<file path="config.mk">
export PLATFORM = sky130hd
export DESIGN_NAME = lkahd_subtractor
export DESIGN_NICKNAME = d
export VERILOG_FILES = /design/src/rtl/lkahd_subtractor.sv
export SDC_FILE = /design/constraint.sdc
export NUM_CORES = 1
export LEC_CHECK = 0
export CAP_MARGIN = 20
export CELL_PAD_IN_SITES_DETAIL_PLACEMENT = 1
export CELL_PAD_IN_SITES_GLOBAL_PLACEMENT = 2
export CORE_ASPECT_RATIO = 0.75
export CORE_MARGIN = 2
export CORE_UTILIZATION = 32
export DETAILED_ROUTE_END_ITERATION = 6
export GPL_TIMING_DRIVEN = 0
export HOLD_SLACK_MARGIN = 0.12
export PLACE_DENSITY = 0.82
export SYNTH_ARGS = -nofsm -noshare
export SYNTH_HDL_FRONTEND = slang
export SYNTH_SLANG_ARGS = --single-unit
</file>
<file path="constraint.sdc">
create_clock -name clk -period 3.2 [get_ports clk]
set_clock_uncertainty 0.15 [all_clocks]
set_input_delay 0.64 -clock clk [delete_from_list [all_inputs] [get_ports clk]]
set_output_delay 0.64 -clock clk [all_outputs]
set_load 0.02 [all_outputs]
</file>
<file path="src/rtl/lkahd_subtractor.sv">
// lkahd_subtractor
//   Sequential multi-slice subtractor computing (x - y - bin) mod 2^WIDTH.
//   One 3-bit slice is resolved per clock with borrow-lookahead terms; the
//   slice borrow is carried between cycles in a register, so the only
//   combinational path per cycle is a single 3-bit lookahead slice.
//
// Parameters
//   WIDTH : operand/result width, multiple of 3 and >= 3 (K = WIDTH/3 slices)
//
// Ports
//   clk   in   rising-edge clock
//   rst_n in   synchronous active-low reset
//   start in   request, sampled only in IDLE
//   x     in   minuend, captured on the accepting edge
//   y     in   subtrahend, captured on the accepting edge
//   bin   in   borrow-in, captured on the accepting edge
//   busy  out  high while slices are being processed
//   done  out  one-cycle completion pulse
//   diff  out  registered difference, updated only on completion
//   bout  out  registered borrow-out, 1 iff x < y + bin
module lkahd_subtractor #(
  parameter int WIDTH = 9
) (
  input  logic             clk,
  input  logic             rst_n,
  input  logic             start,
  input  logic [WIDTH-1:0] x,
  input  logic [WIDTH-1:0] y,
  input  logic             bin,
  output logic             busy,
  output logic             done,
  output logic [WIDTH-1:0] diff,
  output logic             bout
);

  localparam int K  = WIDTH / 3;
  localparam int KW = (K > 1) ? $clog2(K) : 1;
  localparam int IW = $clog2(WIDTH);
  localparam logic [KW-1:0] K_LAST = KW'(K - 1);

  typedef enum logic [1:0] {
    ST_IDLE = 2'd0,
    ST_RUN  = 2'd1,
    ST_DONE = 2'd2
  } state_t;

  // One 3-bit borrow-lookahead slice: returns {borrow_out, difference}.
  // Every internal borrow is a flat sum of products of the slice inputs.
  function automatic logic [3:0] slice_sub(input logic [2:0] xs,
                                           input logic [2:0] ys,
                                           input logic       bi);
    logic [2:0] g;
    logic [2:0] p;
    logic       b1;
    logic       b2;
    logic       b3;
    g  = ~xs & ys;
    p  = ~(xs ^ ys);
    b1 = g[0] | (p[0] & bi);
    b2 = g[1] | (p[1] & g[0]) | (p[1] & p[0] & bi);
    b3 = g[2] | (p[2] & g[1]) | (p[2] & p[1] & g[0]) | (p[2] & p[1] & p[0] & bi);
    return {b3, xs ^ ys ^ {b2, b1, bi}};
  endfunction

  state_t           state_q, state_d;
  logic [WIDTH-1:0] x_q, x_d;
  logic [WIDTH-1:0] y_q, y_d;
  logic [WIDTH-1:0] res_q, res_d;
  logic [KW-1:0]    k_q, k_d;
  logic             b_q, b_d;
  logic             busy_q, busy_d;
  logic             done_q, done_d;
  logic [WIDTH-1:0] diff_q, diff_d;
  logic             bout_q, bout_d;

  logic [IW-1:0]    base_s;
  logic [3:0]       slice_s;

  // Current slice: bit offset 3k and its lookahead result.
  always_comb begin
    base_s  = IW'(k_q) * IW'(3);
    slice_s = slice_sub(x_q[base_s +: 3], y_q[base_s +: 3], b_q);
  end

  // Next-state, datapath and output-register computation.
  always_comb begin
    state_d = state_q;
    x_d     = x_q;
    y_d     = y_q;
    res_d   = res_q;
    k_d     = k_q;
    b_d     = b_q;
    diff_d  = diff_q;
    bout_d  = bout_q;

    case (state_q)
      ST_IDLE: begin
        if (start) begin
          state_d = ST_RUN;
          x_d     = x;
          y_d     = y;
          b_d     = bin;
          k_d     = {KW{1'b0}};
        end else begin
          state_d = ST_IDLE;
        end
      end
      ST_RUN: begin
        res_d[base_s +: 3] = slice_s[2:0];
        b_d                = slice_s[3];
        if (k_q == K_LAST) begin
          // Publish the whole result at once so partial sums never show.
          state_d = ST_DONE;
          diff_d  = res_d;
          bout_d  = slice_s[3];
        end else begin
          k_d = k_q + KW'(1);
        end
      end
      ST_DONE: begin
        state_d = ST_IDLE;
      end
      default: begin
        state_d = ST_IDLE;
      end
    endcase

    busy_d = (state_d == ST_RUN);
    done_d = (state_d == ST_DONE);
  end

  // State and datapath registers with synchronous active-low reset.
  always_ff @(posedge clk) begin
    if (!rst_n) begin
      state_q <= ST_IDLE;
      x_q     <= {WIDTH{1'b0}};
      y_q     <= {WIDTH{1'b0}};
      res_q   <= {WIDTH{1'b0}};
      k_q     <= {KW{1'b0}};
      b_q     <= 1'b0;
      busy_q  <= 1'b0;
      done_q  <= 1'b0;
      diff_q  <= {WIDTH{1'b0}};
      bout_q  <= 1'b0;
    end else begin
      state_q <= state_d;
      x_q     <= x_d;
      y_q     <= y_d;
      res_q   <= res_d;
      k_q     <= k_d;
      b_q     <= b_d;
      busy_q  <= busy_d;
      done_q  <= done_d;
      diff_q  <= diff_d;
      bout_q  <= bout_d;
    end
  end

  assign busy = busy_q;
  assign done = done_q;
  assign diff = diff_q;
  assign bout = bout_q;

endmodule
</file>
After elaboration in Yosys (flattened, before gate mapping)
Cells that the tools add are included.
W data, S select, Z words.

storage, ports and cells
  output and inout bits = 12
  bits of input ports = 22
  word-level logic and storage cells = 58
  register bits = 44

operators by class
  shift operators = 4
  mux-type cells = 9
  equal/unequal tests = 6
  multipliers = 1
  $add $sub $neg = 2
  reduce and logical (&&, ||, !) cells = 6
  bitwise gates (word level) = 20

operators with widths
  operator                 count
  $shiftx A9 B5 Y3         2
  $and A1 B1 Y1            9
  $bwmux W9                1
  $shift A3 B6 Y9 const A  1
  $shiftx A3 B6 Y9         1
  $pmux W2 S2              2
  $mux W2                  3
  $neg A4 Y6               1
  $not A3 Y3               2
  $or A1 B1 Y1             6
  $reduce_and A2 Y1        3
  $xor A3 B3 Y3            2
  $eq A2 B1 Y1 const B     2
  $eq A2 B2 Y1 const B     2
  $mul A2 B2 Y4 const B    1
  $ne A2 B2 Y1 const B     2
  $and A3 B3 Y3            1
  $reduce_and A3 Y1        1
  $add A2 B1 Y2 const B    1
  $logic_not A2 Y1         1
  $mux W1                  2
  $pmux W1 S2              1
  $reduce_bool A2 Y1       1

Depth between registers and ports, before layout
Gate-level depths: netlist (run 1).

  depth after elaboration = 10
  gate-level depth with buffers = 9
  gate-level depth less buffers = 8

Least setup slack after synthesis (run 1)
Ideal clock, no wire load.

  kind = flip-flop to flip-flop
  start point = register k_q[1]
  end point = register diff_q[2] (netlist: diff[2])
  slack = 0.940 ns
  data arrival time = 2.036 ns
  path buffers = 1
  library setup time = 0.074 ns
  clock period less this slack = 2.260 ns
  stages on the path, launching flop included = 10
  required time = 2.976 ns
  cells stage by stage = dfxtp_1 -> buf_2 -> mux2i_1 -> nor2_1 -> a21oi_1 -> ha_1 -> a211oi_2 -> o21ba_2 -> o21ai_0 -> a31oi_1

on the way
  word-level cells in the longest chain between the ends = 10
  elaborated cells between the ends (all ways) = 21
  classes of those cells = 1 x add/sub; 1 x mul; 1 x eq/ne; 4 x shift; 1 x mux; 12 x bitwise; 1 x reduce/logical

ends and longest elaborated chain
  element                                               line        source
  start: declaration                                    69          logic [KW-1:0] k_q, k_d;
  start signal: assignment                              139         k_q <= {KW{1'b0}};
  start signal: assignment                              150         k_q <= k_d;
  $mul A2 B2 Y4                                         81          base_s = IW'(k_q) * IW'(3);
  $shiftx A9 B5 Y3                                      82          slice_s = slice_sub(x_q[base_s +: 3], y_q[base_s +: 3], b_q);
  $xor A3 B3 Y3 / $not A3 Y3 (equally long branches)    58, 62, 57
  $not A3 Y3 / $and A3 B3 Y3 (equally long branches)    58, 57
  $and A1 B1 Y1                                         60          b2 = g[1] | (p[1] & g[0]) | (p[1] & p[0] & bi);
  $or A1 B1 Y1 / $and A1 B1 Y1 (equally long branches)  60
  $or A1 B1 Y1                                          60
  $xor A3 B3 Y3                                         62          return {b3, xs ^ ys ^ {b2, b1, bi}};
  $shiftx A3 B6 Y9                                      109         res_d[base_s +: 3] = slice_s[2:0];
  $bwmux W9                                             109
  end signal: assignment                                143         diff_q <= {WIDTH{1'b0}};
  end signal: assignment                                154         diff_q <= diff_d;
  end: declaration                                      73          logic [WIDTH-1:0] diff_q, diff_d;

Parallel ways exist; a longest one is shown, timed or not.
A chain may end at the register's enable or synchronous reset.

Worst setup path after layout (run 1)
  start point = register k_q[0]
  end point = register diff_q[5] (netlist: diff[5])

The elaborated chain is that of the path after synthesis.

==> results.ini, run 1 <==
[sta]
timing.setup.tns_ns=0
fmax_mhz=374
hold_viol=0
worstMarginPinSlew_ns=0.486
rsz0062_at_grt=false
min_period_ns=2.68
finalSetupViolCount=0
finalMaxSlewViolations=0
period_share=0.836
timing.hold.ws_ns=0.308
slew-limit-headroom=0.676

[placement]
routabilityCongestion=0.856
dp.cells=350
portBuffers=33
dp_hpwl_um=4010

[pwr]
switching_share=0.256
power_frac_clock=0.374
p_switching_w=0.000339
intPower_w=0.000986
combPwrFrac=0.179
p_leak_nw=0.966
powerDensity_nw_per_um2=499
pwr-share-seq=0.446
irDropWorstVdd_mv=0.180

[routing]
routed_via_density=5.03
drc=0
antenna_left=0
first_pass_iters=3
wl_met3_um=162
wl_met1_um=2970
wl_met2_um=2250
routed_wl_um=5410
top_layer_used=met4
wl_per_cell_um=15.2
drt_iter0_markers=85
via_count=1796

[status]
status=finished clean

[global_routing]
grt_antenna_before_repair=0
grt_pass1_wl_um=9230
grt_use_total=0.160
grt_max_degree=14
grt_pass1_vias=1876
grt_overflow=0

[finish]
final_cell_mix=nand2_1 (50), dfxtp_1 (44), clkdlybuf4s50_1 (33)
syn2layout_area_growth_pct=26.7
drive_above_1_share=0.101
fin_cells=357
diodes=0
final_common_cell=nand2_1
nets=307

[floorplan]
rows=25
io_pins=34
die_h_um=74.1
dieArea_sq_um=7220
start_util=0.332
coreArea_sq_um=6320
die_width_um=97.4

[synthesis]
yosysSeqAreaShare=0.420
yosysWarningCount=0
syn_inst=236
ys_types=45
syn_avg_cell_area_sq_um=8.88
synth_top_family_by_area=compound AO/OA/AOI/OAI gates
synth_edf_count=0
synthMuxAreaShare=0.0287
synth-simple-area-share=0.217
synth_fp_nets=267
synth-compound-area-share=0.226
synth.area.top_cells=dfxtp_1 (42%), nand2_1 (9.0%), ha_1 (4.8%)
synth-xor-area-share=0.00836
syn-cell-area_sq_um=2100
synth_fa_ha_area_frac=0.0573
synth_flop_cell=dfxtp_1
synthArstFlopShare=0
synthDominantCellAreaShare=0.420
yosys.area.top_type=dfxtp_1
ys_ff_latch=44

[clock_network]
htree_levels=2
hold_buffers=0
ctsRootBufferMaster=clkbuf_8
cts.sinks=44
cts_setup_buffers=0
clk_latency_ns=0.30
cts_tree=yes
postCtsResizedCells=0
cts_buffer_depth=2
cts_buffers=5
cts.clk_slew.worst_paths_ns=0.09

[run]
cap_violations=0

[worst_setup_path]
critPathTopFamily=compound AO/OA/AOI/OAI gates
cp_slowest_cell=dfxtp_1
crit_arrival_ns=2.76
required_ns=3.28
path_cells=clkbuf_1 > nand2_1 > o22ai_1 > ha_1 > a211oi_2 > o21ba_2 > o21ai_1 > a31oi_1
cp-end-kind=flip-flop
critPathKind=reg2reg
worst-path-buf-inv=1
path_max_fanout=10
startpoint_type=flip-flop
cpPeakStageDelay_ns=0.52

[hold_path]
hp-class=reg2reg

## worst paths after layout
kind	end	from	cells past startpoint	slack, ns
max reg2reg	diff[5]	k_q[0]	8	0.52
max	diff[5]	k_q[0]	8	0.52
min reg2reg	x_q[0]	x_q[0]	2	0.31
min	x_q[0]	x_q[0]	2	0.31
## metrics by stage
step	power [W]	setup WS, ns	util	area (sq um)
floorplan	0.000757	0.940	-	2100
global placement	0.000838	0.593	0.400	2530
detailed placement	0.000842	0.600	0.400	2530
CTS	0.00134	0.560	0.420	2660
global route	0.00139	0.334	0.420	2660
finish	0.00133	0.524	0.420	2660
## sequential cells by signal (all words and copies together) (netlist names)
name / count
busy: 1
x_q: 9
done: 1
diff: 9
res_q: 9
bout: 1
state_q: 2
y_q: 9
b_q: 1
k_q: 2
## synthesized netlist by cell type, types with 3 or more instances
master,count
o21ai_1,3
a22oi_1,6
nor2_1,12
dfxtp_1,44
a21oi_1,14
clkbuf_1,5
inv_1,5
a21boi_0,10
a21boi_1,10
nand2_1,50
mux2i_1,6
o22ai_1,3
o21ai_0,10
a31oi_1,4
o21ai_2,4
ha_1,8
nor2b_1,7
## metal layers
layer / GRT usage / up-vias
met5: 0 / -
met4: 0.0278 / 0
met3: 0.0357 / 4
met2: 0.254 / 21
met1: 0.229 / 873
li1: - / 898
## worst min-delay path, cell delays in order, from the launching register on
cell	delay, ns
dfxtp_1	0.32
nand2_1	0.05
a21boi_1	0.05
## final cells by class
type,instances,area [sq um]
clock buffer,5,68.8
multi-input combinational,175,1130
fill,739,3660
timing repair buffer,33,330
inverter,6,22.5
sequential,44,881
buffer,11,66.3
tap,81,101
clock inverter,2,60.1
## cell families after synthesis
| logic type | after synthesis |
|---|---|
| buf+inv | 17 |
| mux | 6 |
| simple gates | 87 |
| fa+ha+maj | 9 |
| flops | 44 |
| compound gates | 71 |
| xor+xnor | 2 |
## power by group through the flow
stage                     combinational (W)  sequential, W  clock [W]
after floorplan                    0.000155       0.000602          0
after global placement             0.000235       0.000603          0
after detailed placement           0.000237       0.000604          0
after CTS                          0.000240       0.000592   0.000507
after global routing               0.000264       0.000595   0.000530
final                              0.000238       0.000592   0.000496
(Power assumes the default switching activity.)
==> run 2, diff against run 1 <==
- clock period: 3.2 -> 2.55 ns (I/O delays scaled with it)
==> run 2 against run 1 <==
- wire length about the same
- via count increased by 0.84%
- setup slack got worse by 0.36 ns
- first-iteration DRC count increased by 3.5%
- largest power group unchanged
- sequential share of layout area decreased by 0.28 points
- core utilization increased by 0.48 points
- worst hold slack unchanged
- clock power increased by 25%
- combinational power increased by 31%
- global-route usage about the same
- critical path type unchanged
==> results.ini, run 2 (same netlist as run 1, synthesis figures left out) <==
[pwr]
p_leak_nw=0.982  ; was 0.966 nW
irDropWorstVdd_mv=0.227  ; was 0.180 mV
finalPower_w=0.00167  ; was 0.00133 W
powerDensity_nw_per_um2=623  ; was 499 nW/um^2

[finish]
diodes=0  ; unchanged
nets=307  ; unchanged
final_common_cell=nand2_1  ; unchanged
fin_cells=357  ; unchanged
drive_above_1_share=0.123  ; was 0.101
postLayoutCoreUtil=0.425  ; was 0.420
fillers=737  ; was 739
seq_area_sq_um=883  ; was 881 sq um
multi_input_area_sq_um=1150  ; was 1130 sq um
final_cell_mix=nand2_1 (50), dfxtp_1 (42), clkdlybuf4s50_1 (33)  ; was nand2_1 (50), dfxtp_1 (44), clkdlybuf4s50_1 (33)
syn2layout_area_growth_pct=28.2  ; was 26.7%

[clock_network]
cts_setup_buffers=0  ; unchanged
cts.clk_slew.worst_paths_ns=0.09  ; about the same
clk_latency_ns=0.30  ; about the same
htree_levels=2  ; unchanged
cts.sinks=44  ; unchanged
cts_tree=yes  ; unchanged
cts_buffer_depth=2  ; unchanged
ctsRootBufferMaster=clkbuf_8  ; unchanged
cts_buffers=5  ; unchanged

[worst_setup_path]
cpPeakStageDelay_ns=0.43  ; was 0.52 ns
path_max_fanout=10  ; unchanged
required_ns=2.63  ; was 3.28 ns
startpoint_type=flip-flop  ; unchanged
r2r_slack_ns=0.16  ; was 0.52 ns
path_cells=clkbuf_2 > nand2_1 > o22ai_1 > ha_1 > nor2_1 > o21ba_2 > o21ai_1 > a31oi_1  ; was clkbuf_1 > nand2_1 > o22ai_1 > ha_1 > a211oi_2 > o21ba_2 > o21ai_1 > a31oi_1
crit_arrival_ns=2.47  ; was 2.76 ns
cp_slowest_cell=dfxtp_2  ; was dfxtp_1
critPathKind=reg2reg  ; unchanged
r2r_cells=8  ; unchanged
cp-end-kind=flip-flop  ; unchanged

[sta]
period_share=0.936  ; was 0.836
fin_ws_ns=0.163  ; was 0.524 ns
finalMaxSlewViolations=0  ; unchanged
rsz0062_at_grt=false  ; unchanged
worstMarginPinSlew_ns=0.499  ; was 0.486 ns
slew-limit-headroom=0.667  ; was 0.676
hold_viol=0  ; unchanged
fmax_mhz=419  ; was 374 MHz
finalSetupViolCount=0  ; unchanged
min_period_ns=2.39  ; was 2.68 ns
timing.setup.tns_ns=0  ; unchanged

[floorplan]
coreArea_sq_um=6320  ; unchanged
start_util=0.332  ; unchanged
dieArea_sq_um=7220  ; unchanged
io_pins=34  ; unchanged
die_width_um=97.4  ; unchanged
die_h_um=74.1  ; unchanged
rows=25  ; unchanged

[global_routing]
grt_use_total=0.160  ; about the same
grt_antenna_before_repair=0  ; unchanged
grt_max_degree=14  ; unchanged
grt_overflow=0  ; unchanged
grt_pass1_vias=1876  ; unchanged
grt_pass1_wl_um=9220  ; was 9230 um

[placement]
routabilityCongestion=0.856  ; unchanged
portBuffers=33  ; unchanged
dp_hpwl_um=4010  ; unchanged
dp.cells=350  ; unchanged
place_ws_ns=-0.0504  ; was 0.600 ns

[hold_path]
hp-class=reg2reg  ; unchanged
whs_path_depth=2  ; unchanged

[routing]
via_count=1811  ; was 1796
drc=0  ; unchanged
wl_per_cell_um=15.2  ; about the same
routed_wl_um=5420  ; was 5410 um
first_pass_iters=3  ; unchanged
drt_iter0_markers=88  ; was 85
routed_via_density=5.07  ; was 5.03
antenna_left=0  ; unchanged

[run]
cap_violations=0  ; unchanged

[status]
status=finished clean  ; unchanged

run 2: cell counts in the layout (fill, tap and decap cells not counted):
No cell type changed its count.
run 2: cell type report:
class	instances	area share
timing repair buffer	33	0.123
clock buffer	5	0.0256
clock inverter	2	0.0224
buffer	11	0.0261
inverter	6	0.00838
tap	81	0.0377
sequential	44	0.329
multi-input combinational	175	0.428
run 2: where the power goes:
part,switching [W],internal (W)
sequential,0.0000241,0.000719
clock,0.000233,0.000386
combinational,0.000170,0.000142
run 2: what timing repair did:
action,4_1_cts,5_1_grt
hold buffers,0,0
pin swaps,0,1
resized for setup,2,6
setup endpoints to repair,12,15
hold endpoints to repair,0,0
run 2: worst max-delay path: cells and delay by family, from the launching register on:
| kind | cells | cell delay (ns) |
|---|---|---|
| buffers and inverters | 1 | 0.28 |
| and+or+nand+nor | 2 | 0.34 |
| AOI/OAI and AO/OA | 4 | 0.78 |
| adders and majority gates | 1 | 0.34 |
| DFF | 1 | 0.43 |
run 2: path summary, 6_finish.rpt:
kind,start,end
worst max-delay path,k_q[0],diff[5]
worst min-delay path,x_q[0],x_q[0]
worst max register to register,k_q[0],diff[5]
worst min register to register,x_q[0],x_q[0]
run 2: metrics by stage:
step,area [sq um],hold WS [ns]
after floorplan,2100,0.284
after global placement,2530,0.294
after detailed placement,2530,0.298
after CTS,2660,0.308
after global routing,2690,0.333
final,2690,0.308
run 2: layer usage:
metal / part of all wire / up-vias / GRT usage
met5: 0 / - / 0
met4: 0.0046 / 0 / 0.0278
met3: 0.026 / 2 / 0.0357
met2: 0.42 / 18 / 0.254
met1: 0.55 / 893 / 0.229
li1: - / 898 / -
==> run 3, diff against run 2 <==
- CTS_CLUSTER_DIAMETER: unset -> 200
==> results of run 3 <==
Same layout as run 2: the final DEF is identical, and so are final timing and power.
